### config.mk
export PLATFORM = sky130hd
export DESIGN_NAME = interp_scheduler
export DESIGN_NICKNAME = d
export VERILOG_FILES = /design/src/rtl/interp_sched_pkg.sv /design/src/rtl/interp_period_cnt.sv /design/src/rtl/interp_scheduler.sv
export SDC_FILE = /design/constraint.sdc
export NUM_CORES = 1
export LEC_CHECK = 0
export CORE_UTILIZATION = 47
export DETAILED_ROUTE_END_ITERATION = 8
export PLACE_DENSITY = 0.67
export SYNTH_ARGS = -nofsm -noshare
export SYNTH_HDL_FRONTEND = slang
export SYNTH_HIERARCHICAL = 1
export SYNTH_SLANG_ARGS = --single-unit
### constraint.sdc
create_clock -name Fg_CLK -period 5.7 [get_ports Fg_CLK]
set_input_delay 0.57 -clock Fg_CLK [delete_from_list [all_inputs] [get_ports Fg_CLK]]
set_output_delay 0.57 -clock Fg_CLK [all_outputs]
set_load 0.02 [all_outputs]
### src/rtl/interp_sched_pkg.sv
// Shared types and constants for the interpolator sequencing controller:
// controller states, interpolation mode encodings and the mode-to-period map.
package interp_sched_pkg;

    typedef enum logic [1:0] {
        IDLE  = 2'd0,
        PRIME = 2'd1,
        RUN   = 2'd2
    } sched_state_e;

    localparam logic [2:0] MODE_X1    = 3'd0;
    localparam logic [2:0] MODE_X10   = 3'd1;
    localparam logic [2:0] MODE_X100  = 3'd2;
    localparam logic [2:0] MODE_X1000 = 3'd3;

    localparam int DEF_PERIOD1     = 10;
    localparam int DEF_PERIOD2     = 100;
    localparam int DEF_PERIOD3     = 1000;
    localparam int DEF_CNT_W       = 10;
    localparam int DEF_PRIME_STEPS = 2;

    // Unused encodings 4..7 fall back to one clock per sample.
    function automatic int mode_period(input logic [2:0] mode, input int p1,
                                       input int p2, input int p3);
        case (mode)
            MODE_X1:    return 1;
            MODE_X10:   return p1;
            MODE_X100:  return p2;
            MODE_X1000: return p3;
            default:    return 1;
        endcase
    endfunction

endpackage

### src/rtl/interp_period_cnt.sv
// Period counter for the scheduler: counts up to 'last' and parks there
// until cleared, so it can never wrap past the end of a period.
module interp_period_cnt #(
    parameter int CNT_W = 10
) (
    input  logic             clk,
    input  logic             rst,
    input  logic             clr,
    input  logic             hold,
    input  logic [CNT_W-1:0] last,
    output logic [CNT_W-1:0] cnt,
    output logic             terminal
);

    logic [CNT_W-1:0] cnt_q, cnt_d;

    assign terminal = (cnt_q == last);
    assign cnt      = cnt_q;

    always_comb begin
        cnt_d = cnt_q;
        if (clr) begin
            cnt_d = '0;
        end else if (!hold && !terminal) begin
            cnt_d = cnt_q + CNT_W'(1);
        end
    end

    always_ff @(posedge clk) begin
        if (rst) begin
            cnt_q <= '0;
        end else begin
            cnt_q <= cnt_d;
        end
    end

endmodule

### src/rtl/interp_scheduler.sv
// Sequencing controller for the interpolator: paces oscillator steps, strobes
// Enable on sample boundaries and applies mode changes only at boundaries.
// Define INTERP_SAMPLE_CNT_EN to add the SampleCnt Enable counter port.
module interp_scheduler
    import interp_sched_pkg::*;
#(
    parameter int PERIOD1     = DEF_PERIOD1,
    parameter int PERIOD2     = DEF_PERIOD2,
    parameter int PERIOD3     = DEF_PERIOD3,
    parameter int CNT_W       = DEF_CNT_W,
    parameter int PRIME_STEPS = DEF_PRIME_STEPS
) (
    input  logic       Fg_CLK,
    input  logic       Fg_RESET,
    input  logic       Run,
    input  logic [2:0] ModeReq,
    input  logic       ModeReqValid,
    output logic       ModeReqReady,
    output logic       OscStep,
    input  logic       OscValid,
    output logic [2:0] Mode,
    output logic       Enable,
    output logic       Busy,
    output logic       Underrun
`ifdef INTERP_SAMPLE_CNT_EN
    ,
    output logic [31:0] SampleCnt
`endif
);

    sched_state_e     state_q, state_d;
    logic [2:0]       mode_q, mode_d, pend_mode_q, pend_mode_d, mode_out;
    logic             pend_valid_q, pend_valid_d;
    logic             outstanding_q, outstanding_d;
    logic             got_valid_q, got_valid_d;
    logic             underrun_q, underrun_d;
    logic [7:0]       prime_cnt_q, prime_cnt_d;
    logic [CNT_W-1:0] cnt, cnt_last;
    logic             terminal, boundary, osc_step, enable, ack, ready, accept;

    assign cnt_last = CNT_W'(mode_period(mode_q, PERIOD1, PERIOD2, PERIOD3) - 1);
    assign accept   = ModeReqValid && !pend_valid_q;

    interp_period_cnt #(.CNT_W(CNT_W)) u_period_cnt (
        .clk      (Fg_CLK),
        .rst      (Fg_RESET),
        .clr      (boundary || (state_q != RUN)),
        .hold     (state_q != RUN),
        .last     (cnt_last),
        .cnt      (cnt),
        .terminal (terminal)
    );

    always_comb begin
        state_d       = state_q;
        mode_d        = mode_q;
        mode_out      = mode_q;
        pend_mode_d   = pend_mode_q;
        pend_valid_d  = pend_valid_q;
        got_valid_d   = got_valid_q;
        underrun_d    = underrun_q;
        prime_cnt_d   = prime_cnt_q;
        osc_step      = 1'b0;
        enable        = 1'b0;
        boundary      = 1'b0;
        ack           = 1'b0;
        ready         = 1'b0;

        case (state_q)
            IDLE: begin
                if (pend_valid_q) begin
                    mode_d       = pend_mode_q;
                    pend_valid_d = 1'b0;
                end
                if (Run) begin
                    state_d     = PRIME;
                    prime_cnt_d = '0;
                end
            end
            PRIME: begin
                osc_step = !outstanding_q && Run;
                // A same-cycle OscValid acknowledges the step issued this cycle.
                ack      = OscValid && (outstanding_q || osc_step);
                if (!outstanding_q && !Run) begin
                    state_d = IDLE;
                end else if (ack) begin
                    prime_cnt_d = prime_cnt_q + 8'd1;
                    if (!Run) begin
                        state_d = IDLE;
                    end else if (prime_cnt_q == 8'(PRIME_STEPS - 1)) begin
                        state_d = RUN;
                    end
                end
            end
            RUN: begin
                osc_step = (cnt == '0) && !outstanding_q && !got_valid_q;
                ack      = OscValid && (outstanding_q || osc_step);
                ready    = got_valid_q || ack;
                if (terminal) begin
                    if (ready) begin
                        boundary    = 1'b1;
                        enable      = 1'b1;
                        got_valid_d = 1'b0;
                        if (pend_valid_q) begin
                            mode_d       = pend_mode_q;
                            mode_out     = pend_mode_q;
                            pend_valid_d = 1'b0;
                        end
                        if (!Run) begin
                            state_d = IDLE;
                        end
                    end else begin
                        underrun_d = 1'b1;
                    end
                end else if (ack) begin
                    got_valid_d = 1'b1;
                end
            end
            default: state_d = IDLE;
        endcase

        // Slot is empty whenever accept fires, so this never races the clears above.
        if (accept) begin
            if (state_q == IDLE) begin
                mode_d = ModeReq;
            end else begin
                pend_mode_d  = ModeReq;
                pend_valid_d = 1'b1;
            end
        end

        outstanding_d = (outstanding_q || osc_step) && !ack;
    end

    always_ff @(posedge Fg_CLK) begin
        if (Fg_RESET) begin
            state_q       <= IDLE;
            mode_q        <= MODE_X1;
            pend_mode_q   <= MODE_X1;
            pend_valid_q  <= 1'b0;
            outstanding_q <= 1'b0;
            got_valid_q   <= 1'b0;
            underrun_q    <= 1'b0;
            prime_cnt_q   <= '0;
        end else begin
            state_q       <= state_d;
            mode_q        <= mode_d;
            pend_mode_q   <= pend_mode_d;
            pend_valid_q  <= pend_valid_d;
            outstanding_q <= outstanding_d;
            got_valid_q   <= got_valid_d;
            underrun_q    <= underrun_d;
            prime_cnt_q   <= prime_cnt_d;
        end
    end

    assign ModeReqReady = !pend_valid_q;
    assign OscStep      = osc_step;
    assign Mode         = mode_out;
    assign Enable       = enable;
    assign Busy         = (state_q != IDLE);
    assign Underrun     = underrun_q;

`ifdef INTERP_SAMPLE_CNT_EN
    logic [31:0] sample_cnt_q, sample_cnt_d;

    always_comb begin
        sample_cnt_d = sample_cnt_q;
        if (state_q == IDLE && state_d == PRIME) begin
            sample_cnt_d = '0;
        end else if (enable) begin
            sample_cnt_d = sample_cnt_q + 32'd1;
        end
    end

    always_ff @(posedge Fg_CLK) begin
        if (Fg_RESET) begin
            sample_cnt_q <= '0;
        end else begin
            sample_cnt_q <= sample_cnt_d;
        end
    end

    assign SampleCnt = sample_cnt_q;
`endif

endmodule

# ---- Yosys cells after proc, flatten, opt, wreduce, memory -nomap -nowiden
# Index checks and enable logic that the tools add are counted.
dict set report totals {
  regBits 30
  latch_bits 0
  mem_bits_rw 0
  romBits 0
  out_inout_bits 8
  word_cells 97
  memories 0
}
dict set report classes {
  n_addsub 3
  multipliers 0
  div 0
  order_cmp 0
  n_eq_ne 17
  n_shift 0
  muxes 34
  bitwise 2
  reduce_logical 32
}
# op n
set op_table {}
lappend op_table {{$pmux W10 S3} 1}
lappend op_table {{$mux W8} 3}
lappend op_table {{$mux W3} 6}
lappend op_table {{$mux W2} 8}
lappend op_table {{$pmux W8 S2} 1}
lappend op_table {{$ne A2 B2 Y1 const B} 7}
lappend op_table {{$add A10 B1 Y10 const B} 1}
lappend op_table {{$eq A10 B10 Y1} 1}
lappend op_table {{$logic_not A10 Y1} 1}
lappend op_table {{$mux W1} 10}
lappend op_table {{$sub A10 B2 Y10 const B} 1}
lappend op_table {{$logic_and A1 B1 Y1} 9}
lappend op_table {{$add A8 B1 Y8 const B} 1}
lappend op_table {{$eq A8 B1 Y1 const B} 1}
lappend op_table {{$logic_not A1 Y1} 7}
lappend op_table {{$eq A3 B2 Y1 const B} 2}
lappend op_table {{$pmux W1 S2} 3}
lappend op_table {{$pmux W2 S3} 1}
lappend op_table {{$pmux W3 S2} 1}
lappend op_table {{$reduce_and A3 Y1} 2}
lappend op_table {{$reduce_and A6 Y1} 1}
lappend op_table {{$reduce_bool A2 Y1} 3}
lappend op_table {{$logic_or A1 B1 Y1} 5}
lappend op_table {{$ne A4 B4 Y1 const B} 1}
lappend op_table {{other kinds (10)} 11}

# ---- Logic depth before layout (Yosys ltp)
# Gate-level depths: netlist (run 1).
dict set report logic_depth {
  depth_word 11
  mapped_depth 13
  ltp_nobuf 13
}

# ---- Hierarchy
# Netlist (run 1), hierarchy kept.
# module n_inst cells_each area_each_um2
set by_module_without_submodules {}
lappend by_module_without_submodules {interp_scheduler 1 168 1351.3}
lappend by_module_without_submodules {interp_period_cnt 1 73 669.4}

# ---- Worst setup path after synthesis (run 1)
# Ideal clock, no wire load.
dict set report synth_timing {
  path_type {flip-flop to output port}
  from {register mode_q[1]}
  to {output Mode[2]}
  arrival_time_ns 2.641
  setup_slack_ns 2.489
  stages_incl_launch_ff 10
  n_path_buf 0
  path_cell_list {dfxtp_1 > inv_1 > nor3_1 > xor2_1 > nor4_4 > nand3_1 > inv_1 > nand2_1 > o311ai_4 > mux2_2}
}
dict set report synth_between {
  elab_chain_len 6
  elab_cells_between_ends 8
  classes_between {add/sub (1); eq/ne (4); mux (3)}
}
# item line_no
set synth_rtl {}
lappend synth_rtl {{start, declared} interp_scheduler.sv:32} ;# logic [2:0] mode_q, mode_d, pend_mode_q, pend_mode_d, mode_out;
lappend synth_rtl {{start signal, assigned} interp_scheduler.sv:147} ;# mode_q <= mode_d;
lappend synth_rtl {{$eq A3 B2 Y1 / $eq A3 B1 Y1 (equally long branches)} interp_sched_pkg.sv:25} ;# case (mode)
lappend synth_rtl {{$pmux W10 S3 (*)} interp_sched_pkg.sv:25}
lappend synth_rtl {{$sub A10 B2 Y10 (*)} interp_scheduler.sv:41} ;# assign cnt_last = CNT_W'(mode_period(mode_q, PERIOD1, PERIOD2, PERIOD3) - 1);
lappend synth_rtl {{net cnt_last[7]} interp_scheduler.sv:38} ;# logic [CNT_W-1:0] cnt, cnt_last;
lappend synth_rtl {{$eq A10 B10 Y1 (*)} interp_period_cnt.sv:17} ;# assign terminal = (cnt_q == last);
lappend synth_rtl {{net terminal} interp_scheduler.sv:39} ;# logic terminal, boundary, osc_step, enable, ack, ready, accept;
lappend synth_rtl {{$mux W3 (*)} interp_scheduler.sv:99} ;# if (terminal) begin
lappend synth_rtl {{$mux W3 (*)} interp_scheduler.sv:69} ;# case (state_q)
lappend synth_rtl {{end, declared} interp_scheduler.sv:21} ;# output logic [2:0] Mode,
# The timed path passes the listed nets; every way through them passes the cells marked *.

# ---- Worst setup path in the final report (run 1)
# Ends and elaborated chain as after synthesis.

==> summary.md, run 1 <==
| Metric | Value |
|---|---|
| Area grow syn2layout | `13.0%` |
| Psw | `roughly 310 uW` |
| Buf/Inv on CP | `3` |
| Detailed placement HPWL | `2910 um` |
| Worst path top cell family by delay | `simple AND/OR/NAND/NOR gates` |
| Chip Height | `around 68 um` |
| Final setup TNS | `0 ps` |
| IO Port Bufs | `15` |
| CTS clock-pin slew for the worst setup and hold paths | `70 ps` |
| Worst setup SP type | `flop` |
| Post-CTS Hold Fix Bufs | `0` |
| Final net count | `267` |
| Yosys top cell area share | `0.297` |
| Residual DRC count | `0` |
| Drt total wl | `approximately 4000 um` |
| Antenna violations before repair | `0` |
| Post-route minimum period | `4090 ps` |
| Core area | `approximately 0.0041 mm2` |
| Post-synth cell types | `between 50 and 60` |
| # H-tree levels | `2` |
| Sequential share of power | `0.333` |
| Aggregate global routing overflow | `0` |
| RSZ-0062 raised after global routing | `false` |
| Vias per cell | `5.62` |
| Setup bufs post-CTS | `0` |
| Leak Pwr | `~0.00088 uW` |
| ANT cells | `0` |
| Clk sink count | `30` |
| Site Rows | `23` |
| Slowest cell on the critical path | `clkdlybuf4s50_1` |
| Status | `finished clean` |
| Maximum VDD drop | `240 uV` |
| Slew headroom | `0.571` |
| Setup WS post-layout | `approximately 1600 ps` |
| Worst-path maximum fanout | `7` |
| Detailed-router iteration count before antenna repair | `4` |
| Clock Skew | `8.32 ps` |
| Vias in the first global route | `1499` |
| Iteration-0 DRC Markers | `91` |
| Layout cells sized above 1 | `0.107` |
| CP peak stage delay | `530 ps` |
| Die width | `between 60 and 70 um` |
| Clk root buf | `clkbuf_8` |
| Post-synth net total | `256` |
| Setup violations, final | `0` |
| Initial Utilization | `0.498` |
| Final Non-Filler Cells | `about 300` |
| Hold Violations, Final | `0` |
| Setup Crit Path Kind | `flop to primary output` |
| Measured slew at the worst slew-check pin | `641 ps` |
| Combinational fraction of design power | `0.400` |
| Synth Instances | `241` |
| Worst Path Arrival | `about 3500 ps` |
| Area leader, netlist | `dfxtp_1` |
| P per Cell Area | `349 mW/mm2` |
| Final Cycle Share | `0.718` |
| Fmax | `0.244 GHz` |
| Die area | `~0.0046 mm2` |
| Hold Path Class | `flop to flop` |
| CP Capture Type | `primary output` |
| Post-synth EDFFs | `0` |
| Syn_area_per_cell | `between 8 and 9 um2` |
| Sw frac | `0.383` |
| Number of antenna-violating nets in the routed design | `0` |
| Placed instance area | `~0.0022 mm2` |
| Most frequent cells after synthesis | `nor2_1, dfxtp_1, inv_1` |
| Inserted Clock Buffers | `5` |
| CTS tree | `yes` |
| Async set or reset register ratio after synthesis | `0` |
| Max Cap Viol | `0` |
| Mapped Area | `roughly 0.002 mm2` |
| Overall via count from detail_route | `1704` |
| Clock power share | `0.266` |
| I/O Pins | `16` |
| Post-Layout Inst Area | `0.00228 mm2` |
| Placed insts | `295` |
| Sequential area share after synthesis | `0.297` |
| First-pass GRT wire length | `6640 um` |
| Overall Power | `around 800 uW` |
| Max Slew Vio Count | `0` |
| Largest net degree at the start of global routing | `19` |
| Top FF cell, synth | `dfxtp_1` |
| Worst path required time | `5130 ps` |
| Clk buf depth | `2` |
| Placer Congestion | `0.784` |
| Int Pwr | `just under 500 uW` |
| Most used cell, CP | `inv_1` |
| Total GRT Usage | `0.196` |
| Place WS | `about 1900 ps` |
| Latest clock arrival within the worst-skew pair | `290 ps` |
| Yosys warns | `6` |
| Drt wl/cell | `approximately 13 um` |
| CP cell instances | `inv_1 > nor3_1 > xor2_1 > nor4_4 > nand3_1 > inv_1 > nand2_1 > o311ai_4 > mux2_2 > clkdlybuf4s50_1` |
| Count leader, synth | `nor2_1` |
| Resized cells post-CTS | `0` |
| Yosys reg bits | `30` |
| Area contributors post-synth | `dfxtp_1, nor2_1, ha_1` |
## per-stage QoR
stage / util / hold slack, ps
final: 0.563 / 483
after global routing: 0.563 / 519
after CTS: 0.563 / 485
after detailed placement: 0.536 / 468
after global placement: 0.536 / 464
after floorplan: - / 465
## metal layers
layer | up-vias | GRT usage | share of wire
li1 | 885 | - | -
met1 | 771 | 0.261 | 0.51
met2 | 42 | 0.281 | 0.43
met3 | 6 | 0.0625 | 0.041
met4 | 0 | 0.0931 | 0.016
met5 | - | 0 | 0
## registers in the layout (all words and copies together), names as in the netlist, named ones only
register and count:
outstanding_q 1, mode_q 3, u_period_cnt/cnt 10, got_valid_q 1
state_q 2, prime_cnt_q 8, pend_mode_q 3, Underrun 1
## area by class of cell
cell class,count,area [um2]
Fill cell,382,1770
Multi-Input combinational cell,181,1290
Sequential cell,30,601
Timing Repair Buffer,15,150
Inverter,19,71.3
Clock buffer,5,68.8
Tap cell,50,62.6
Clock inverter,3,40.0
## layout by cell type (no fill, tap or decap), drive strengths merged, types with 2 or more instances in the layout
master         instances
nand2b                 3
o32ai                  3
a41o                   2
a311oi                 4
dfxtp                 30
a31o                   3
clkinv                 2
clkdlybuf4s50         15
nand4                  3
clkbuf                 5
nor2                  32
or3                    2
nand2                 18
and3                   3
nor3                   6
a211oi                 8
o21ai                  9
xor2                  10
mux2                   3
and4                   3
inv                   19
ha                     7
nand3                  8
mux2i                  5
a21oi                 15
nor4                   6
xnor2                 10
a31oi                  6
## cells by family (layout without fill, tap and decap cells)
family                     count (synthesis)  count (layout)  share of synthesized area
AOI/OAI and AO/OA                         57              57                      0.228
adders and majority gates                  7               7                     0.0433
buffers and inverters                     30              42                     0.0644
DFF                                       30              30                      0.297
other                                      1               1                    0.00186
and+or+nand+nor                           88              88                      0.237
muxes                                      8               8                     0.0415
xor gates and xnor gates                  20              20                     0.0867
## power by group through the flow
stage               registers [uW]  clock network, uW  logic (uW)
floorplan                      256                  0         262
global placement               270                  0         318
detailed placement             270                  0         319
CTS                            266                218         320
global route                   271                227         358
finish                         266                212         319
## final timing paths
kind	start	to	slack, ps	cells past startpoint
setup / recovery	mode_q[1]	Mode[2]	1610	10
hold / removal	Underrun	Underrun	480	1
setup reg to reg	mode_q[1]	u_period_cnt/cnt[7]	2690	13
hold reg to reg	Underrun	Underrun	480	1
Note: power is estimated with default switching activity, not from simulation.
==> run 2: changes to the inputs <==
Clock period 5.7 ns to 4.1 ns, I/O delays scaled along.
==> summary.md, run 2 (synthesis gave the netlist of run 1 again) <==
| Metric | Value |
|---|---|
| Slowest cell on the critical path | `clkdlybuf4s50_1 (unchanged)` |
| Clk sink count | `30 (unchanged)` |
| Worst Path Arrival | `3400 ps (was 3520 ps)` |
| Worst-path maximum fanout | `7 (unchanged)` |
| Worst path required time | `3690 ps (was 5130 ps)` |
| RSZ-0062 raised after global routing | `false (unchanged)` |
| Vias per cell | `5.50 (was 5.62)` |
| Post-CTS Hold Fix Bufs | `0 (unchanged)` |
| Worst path top cell family by delay | `simple AND/OR/NAND/NOR gates (unchanged)` |
| Post-route minimum period | `3810 ps` |
| Max Cap Viol | `0 (unchanged)` |
| Setup Crit Path Kind | `flop to primary output (unchanged)` |
| Die area | `0.00457 mm2 (unchanged)` |
| Final net count | `267 (unchanged)` |
| Core area | `0.00406 mm2 (unchanged)` |
| Aggregate global routing overflow | `0 (unchanged)` |
| Buf/Inv on CP | `3 (unchanged)` |
| Placer Congestion | `0.785 (was 0.784)` |
| Chip Height | `67.6 um (unchanged)` |
| Most used cell, CP | `inv_1 (unchanged)` |
| Int Pwr | `685 uW (was 492 uW)` |
| Setup WS post-layout | `290 ps (was 1610 ps)` |
| Wire length on met1 | `1960 um (was 2040 um)` |
| Met2 wire length | `1760 um (was 1750 um)` |
| Drt wl/cell | `13.1 um (was 13.3 um)` |
| Hold Violations, Final | `0 (unchanged)` |
| Final setup TNS | `0 ps (unchanged)` |
| CP Capture Type | `primary output (unchanged)` |
| Residual DRC count | `0 (unchanged)` |
| Wire length on met3 | `173 um (was 166 um)` |
| Area grow syn2layout | `13.3% (was 13.0%)` |
| Worst setup SP type | `flop (unchanged)` |
| Psw | `424 uW (was 305 uW)` |
| Max FFs per register | `10 (unchanged)` |
| Measured slew at the worst slew-check pin | `604 ps (was 641 ps)` |
| Sw frac | `0.382 (was 0.383)` |
| Die width | `67.6 um (unchanged)` |
| Inserted Clock Buffers | `5 (unchanged)` |
| Initial Utilization | `0.498 (unchanged)` |
| Detailed-router iteration count before antenna repair | `4 (unchanged)` |
| Antenna violations before repair | `0 (unchanged)` |
| CTS clock-pin slew for the worst setup and hold paths | `70 ps (about the same)` |
| CP cell instances | `inv_1 > nor3_2 > xor2_1 > nor4_4 > nand3_1 > inv_1 > and3_1 > nand4_1 > o311ai_4 > mux2_2 > clkdlybuf4s50_1 (was inv_1 > nor3_1 > xor2_1 > nor4_4 > nand3_1 > inv_1 > nand2_1 > o311ai_4 > mux2_2 > clkdlybuf4s50_1)` |
| Overall via count from detail_route | `1667 (was 1704)` |
| Leak Pwr | `0.000881 uW (about the same)` |
| Combinational fraction of design power | `0.401 (was 0.400)` |
| Latest clock arrival within the worst-skew pair | `290 ps (about the same)` |
| IO Port Bufs | `15 (unchanged)` |
| # H-tree levels | `2 (unchanged)` |
| Detailed placement HPWL | `2870 um (was 2910 um)` |
| CP peak stage delay | `530 ps (about the same)` |
| First-pass GRT wire length | `6720 um (was 6640 um)` |
| Clock power share | `0.266 (about the same)` |
| Site Rows | `23 (unchanged)` |
| Most frequent cells in the layout | `nor2_1, dfxtp_1, inv_1 (unchanged)` |
| CTS tree | `yes (unchanged)` |
| Status | `finished clean (unchanged)` |
| Setup violations, final | `0 (unchanged)` |
| Final Non-Filler Cells | `303 (unchanged)` |
| Hold Path Class | `flop to flop (unchanged)` |
| Commonest non-fill, non-tap cell in the layout | `nor2_1 (unchanged)` |
| Vias in the first global route | `1528 (was 1499)` |
| Total GRT Usage | `0.198 (was 0.196)` |
| I/O Pins | `16 (unchanged)` |
| Clock Skew | `7.04 ps (was 8.32 ps)` |
| Setup bufs post-CTS | `0 (unchanged)` |
| Placed insts | `295 (unchanged)` |
| ANT cells | `0 (unchanged)` |
| Max Used Layer | `met4 (unchanged)` |
| Number of antenna-violating nets in the routed design | `0 (unchanged)` |
| Resized cells post-CTS | `0 (unchanged)` |
| Slew headroom | `0.596 (was 0.571)` |
| Clk buf depth | `2 (unchanged)` |
| Worst hold slack | `482 ps (was 483 ps)` |
| Clk root buf | `clkbuf_8 (unchanged)` |
| Max Slew Vio Count | `0 (unchanged)` |
| Maximum VDD drop | `325 uV (was 240 uV)` |
| Fmax | `0.262 GHz` |
| Largest net degree at the start of global routing | `19 (unchanged)` |
| P per Cell Area | `484 mW/mm2 (was 349 mW/mm2)` |
| Final Cycle Share | `0.929` |
| Sequential share of power | `0.333 (about the same)` |
| Iteration-0 DRC Markers | `106 (was 91)` |
| Drt total wl | `3960 um (was 4020 um)` |
| Layout cells sized above 1 | `0.111 (was 0.107)` |
| Place WS | `439 ps (was 1920 ps)` |
==> run 2: cell counts in the layout (fill, tap and decap cells not counted) <==
No cell type changed its count.
==> run 2: per-layer routing <==
metal / global-route usage / vias up
li1: - / 881
met1: 0.266 / 743
met2: 0.272 / 34
met3: 0.0642 / 9
met4: 0.117 / 0
met5: 0 / -
==> run 2: final timing paths <==
check / start / endpoint / slack, ps / depth (start not counted)
setup reg to reg: mode_q[1] / u_period_cnt/cnt[7] / 1210 / 13
setup / recovery: mode_q[1] / Mode[2] / 290 / 11
hold / removal: Underrun / Underrun / 480 / 1
hold reg to reg: Underrun / Underrun / 480 / 1
==> run 2: cell type report <==
type,count,area [um2]
Sequential cell,30,601
Tap cell,50,62.6
Inverter,19,71.3
Clock buffer,5,68.8
Multi-Input combinational cell,181,1290
Timing Repair Buffer,15,150
Fill cell,374,1770
Clock inverter,3,40.0
==> run 2: stage by stage <==
stage / power [uW] / util / instance area (um2)
detailed placement: 818 / 0.536 / 2170
CTS: 1120 / 0.563 / 2280
global placement: 818 / 0.536 / 2170
finish: 1110 / 0.564 / 2290
floorplan: 721 / - / 2020
global route: 1190 / 0.564 / 2290
==> run 2: power by group through the flow <==
stage | registers (uW) | logic, uW | clock network (uW)
3_5_place_dp | 376 | 442 | 0
5_1_grt | 377 | 498 | 320
2_1_floorplan | 356 | 365 | 0
3_3_place_gp | 375 | 443 | 0
6_report | 369 | 445 | 295
4_1_cts | 369 | 443 | 304
==> run 3: changes to the inputs <==
Settings changed: GPL_TIMING_DRIVEN set to 0, SLEW_MARGIN set to 25.
==> summary.md, run 3 (synthesis gave the netlist of run 1 again) <==
| Metric | Value |
|---|---|
| Post-layout util | `0.571 (was 0.564)` |
| Clock power share | `0.231 (was 0.266)` |
| Worst Path Arrival | `3380 ps (was 3400 ps)` |
| Commonest non-fill, non-tap cell in the layout | `nor2_1 (unchanged)` |
| Core area | `0.00406 mm2 (unchanged)` |
| CP Capture Type | `primary output (unchanged)` |
| Total GRT Usage | `0.208 (was 0.198)` |
| Fmax | `0.264 GHz (was 0.262 GHz)` |
| CTS tree | `yes (unchanged)` |
| Clk root buf | `clkbuf_8 (unchanged)` |
| RSZ-0062 raised after global routing | `false (unchanged)` |
| Worst path required time | `3690 ps (about the same)` |
| Leak Pwr | `0.000899 uW (was 0.000881 uW)` |
| Combinational fraction of design power | `0.430 (was 0.401)` |
| Vias in the first global route | `1506 (was 1528)` |
| Clock Skew | `8.59 ps (was 7.04 ps)` |
| Residual DRC count | `0 (unchanged)` |
| Max Cap Viol | `0 (unchanged)` |
| Max FFs per register | `10 (unchanged)` |
| Resized cells post-CTS | `0 (unchanged)` |
| Measured slew at the worst slew-check pin | `556 ps (was 604 ps)` |
| Maximum VDD drop | `283 uV (was 325 uV)` |
| Post-Layout Inst Area | `0.00232 mm2 (was 0.00229 mm2)` |
| Int Pwr | `651 uW (was 685 uW)` |
| Iteration-0 DRC Markers | `141 (was 106)` |
| Die width | `67.6 um (unchanged)` |
| Drt wl/cell | `13.5 um (was 13.1 um)` |
| Worst setup SP type | `flop (unchanged)` |
| Layout cells sized above 1 | `0.122 (was 0.111)` |
| Clk sink count | `30 (unchanged)` |
| ANT cells | `0 (unchanged)` |
| Sequential share of power | `0.339 (was 0.333)` |
| Setup Crit Path Kind | `flop to primary output (unchanged)` |
| Aggregate global routing overflow | `0 (unchanged)` |
| Chip Height | `67.6 um (unchanged)` |
| Setup WS post-layout | `311 ps (was 290 ps)` |
| I/O Pins | `16 (unchanged)` |
| Antenna violations before repair | `0 (unchanged)` |
| Drt total wl | `4210 um (was 3960 um)` |
| Detailed-router iteration count before antenna repair | `4 (unchanged)` |
| Final setup TNS | `0 ps (unchanged)` |
| P per Cell Area | `468 mW/mm2 (was 484 mW/mm2)` |
| Fill cells | `366 (was 374)` |
| IO Port Bufs | `14 (was 15)` |
| Site Rows | `23 (unchanged)` |
| Post-route minimum period | `3790 ps (was 3810 ps)` |
| Largest net degree at the start of global routing | `11 (was 19)` |
| Area grow syn2layout | `14.6% (was 13.3%)` |
| Place WS | `344 ps (was 439 ps)` |
| Final Cycle Share | `0.924 (was 0.929)` |
| Hold Violations, Final | `0 (unchanged)` |
| Initial Utilization | `0.498 (unchanged)` |
| Overall via count from detail_route | `1770 (was 1667)` |
| Status | `finished clean (unchanged)` |
| Worst hold slack | `480 ps (was 482 ps)` |
| Die area | `0.00457 mm2 (unchanged)` |
| First-pass GRT wire length | `7050 um (was 6720 um)` |
| Max Slew Vio Count | `0 (unchanged)` |
| Setup violations, final | `0 (unchanged)` |
| Placer Congestion | `0.795 (was 0.785)` |
| Placed instance area | `0.00222 mm2 (was 0.00217 mm2)` |
| Post-CTS Hold Fix Bufs | `0 (unchanged)` |
| Inserted Clock Buffers | `5 (unchanged)` |
| # H-tree levels | `2 (unchanged)` |
| Setup bufs post-CTS | `0 (unchanged)` |
| Final net count | `276 (was 267)` |
| Latest clock arrival within the worst-skew pair | `290 ps (about the same)` |
| Psw | `433 uW (was 424 uW)` |
| Hold Path Class | `flop to flop (unchanged)` |
| Sw frac | `0.400 (was 0.382)` |
| Detailed placement HPWL | `3050 um (was 2870 um)` |
| Vias per cell | `5.67 (was 5.50)` |
| Most frequent cells in the layout | `nor2_1, dfxtp_1, inv_1 (unchanged)` |
| Number of antenna-violating nets in the routed design | `0 (unchanged)` |
| Worst-path maximum fanout | `7 (unchanged)` |
| CTS clock-pin slew for the worst setup and hold paths | `60 ps (was 70 ps)` |
| Clk buf depth | `2 (unchanged)` |
| Slew headroom | `0.628 (was 0.596)` |
## run 3: cell types whose count changed in the layout (fill, tap and decap cells not counted), sizes merged
cell and change:
clkbuf +6, clkinv -1, clkdlybuf4s50 -1, bufinv -1, buf +6
## run 3: worst paths after layout
path | startpoint | to | slack [ps] | cells past startpoint
setup / recovery | mode_q[1] | Mode[2] | 310 | 11
hold / removal | Underrun | Underrun | 480 | 1
setup reg to reg | mode_q[1] | u_period_cnt/cnt[6] | 1050 | 13
hold reg to reg | Underrun | Underrun | 480 | 1
## run 3: metal layers
layer / track usage / wire [um]
met5: 0 / 0
met1: 0.286 / 2130
met2: 0.304 / 1840
met3: 0.0405 / 139
met4: 0.106 / 94
## run 3: area by class of cell
cell class | count | area, um2 | area share
multi-input combinational | 181 | 1290 | 0.559
sequential | 30 | 601 | 0.259
timing repair buffer | 14 | 140 | 0.0605
clock buffer | 7 | 86.3 | 0.0373
inverter | 19 | 71.3 | 0.0308
tap | 50 | 62.6 | 0.0270
buffer | 10 | 55.1 | 0.0238
clock inverter | 1 | 5.00 | 0.00216
## run 3: metrics by stage
step,instances,total power (uW)
after floorplan,241,721
after global placement,305,829
after detailed placement,305,837
after CTS,313,1090
after global routing,312,1160
final,312,1080
## run 3: power groups by stage
stage / logic (uW) / clock network, uW / registers, uW
after floorplan: 365 / 0 / 356
after global placement: 465 / 0 / 364
after detailed placement: 473 / 0 / 364
after CTS: 474 / 258 / 358
after global routing: 518 / 272 / 372
final: 466 / 251 / 367
## run 3: critical path, stage by stage (launching register included)
cell	delay [ps]
dfxtp_1	400
inv_1	130
nor3_2	330
xor2_1	160
nor4_4	390
nand3_1	140
inv_1	160
and3_1	180
nand4_1	150
o311ai_4	180
mux2_2	380
clkdlybuf4s50_1	530
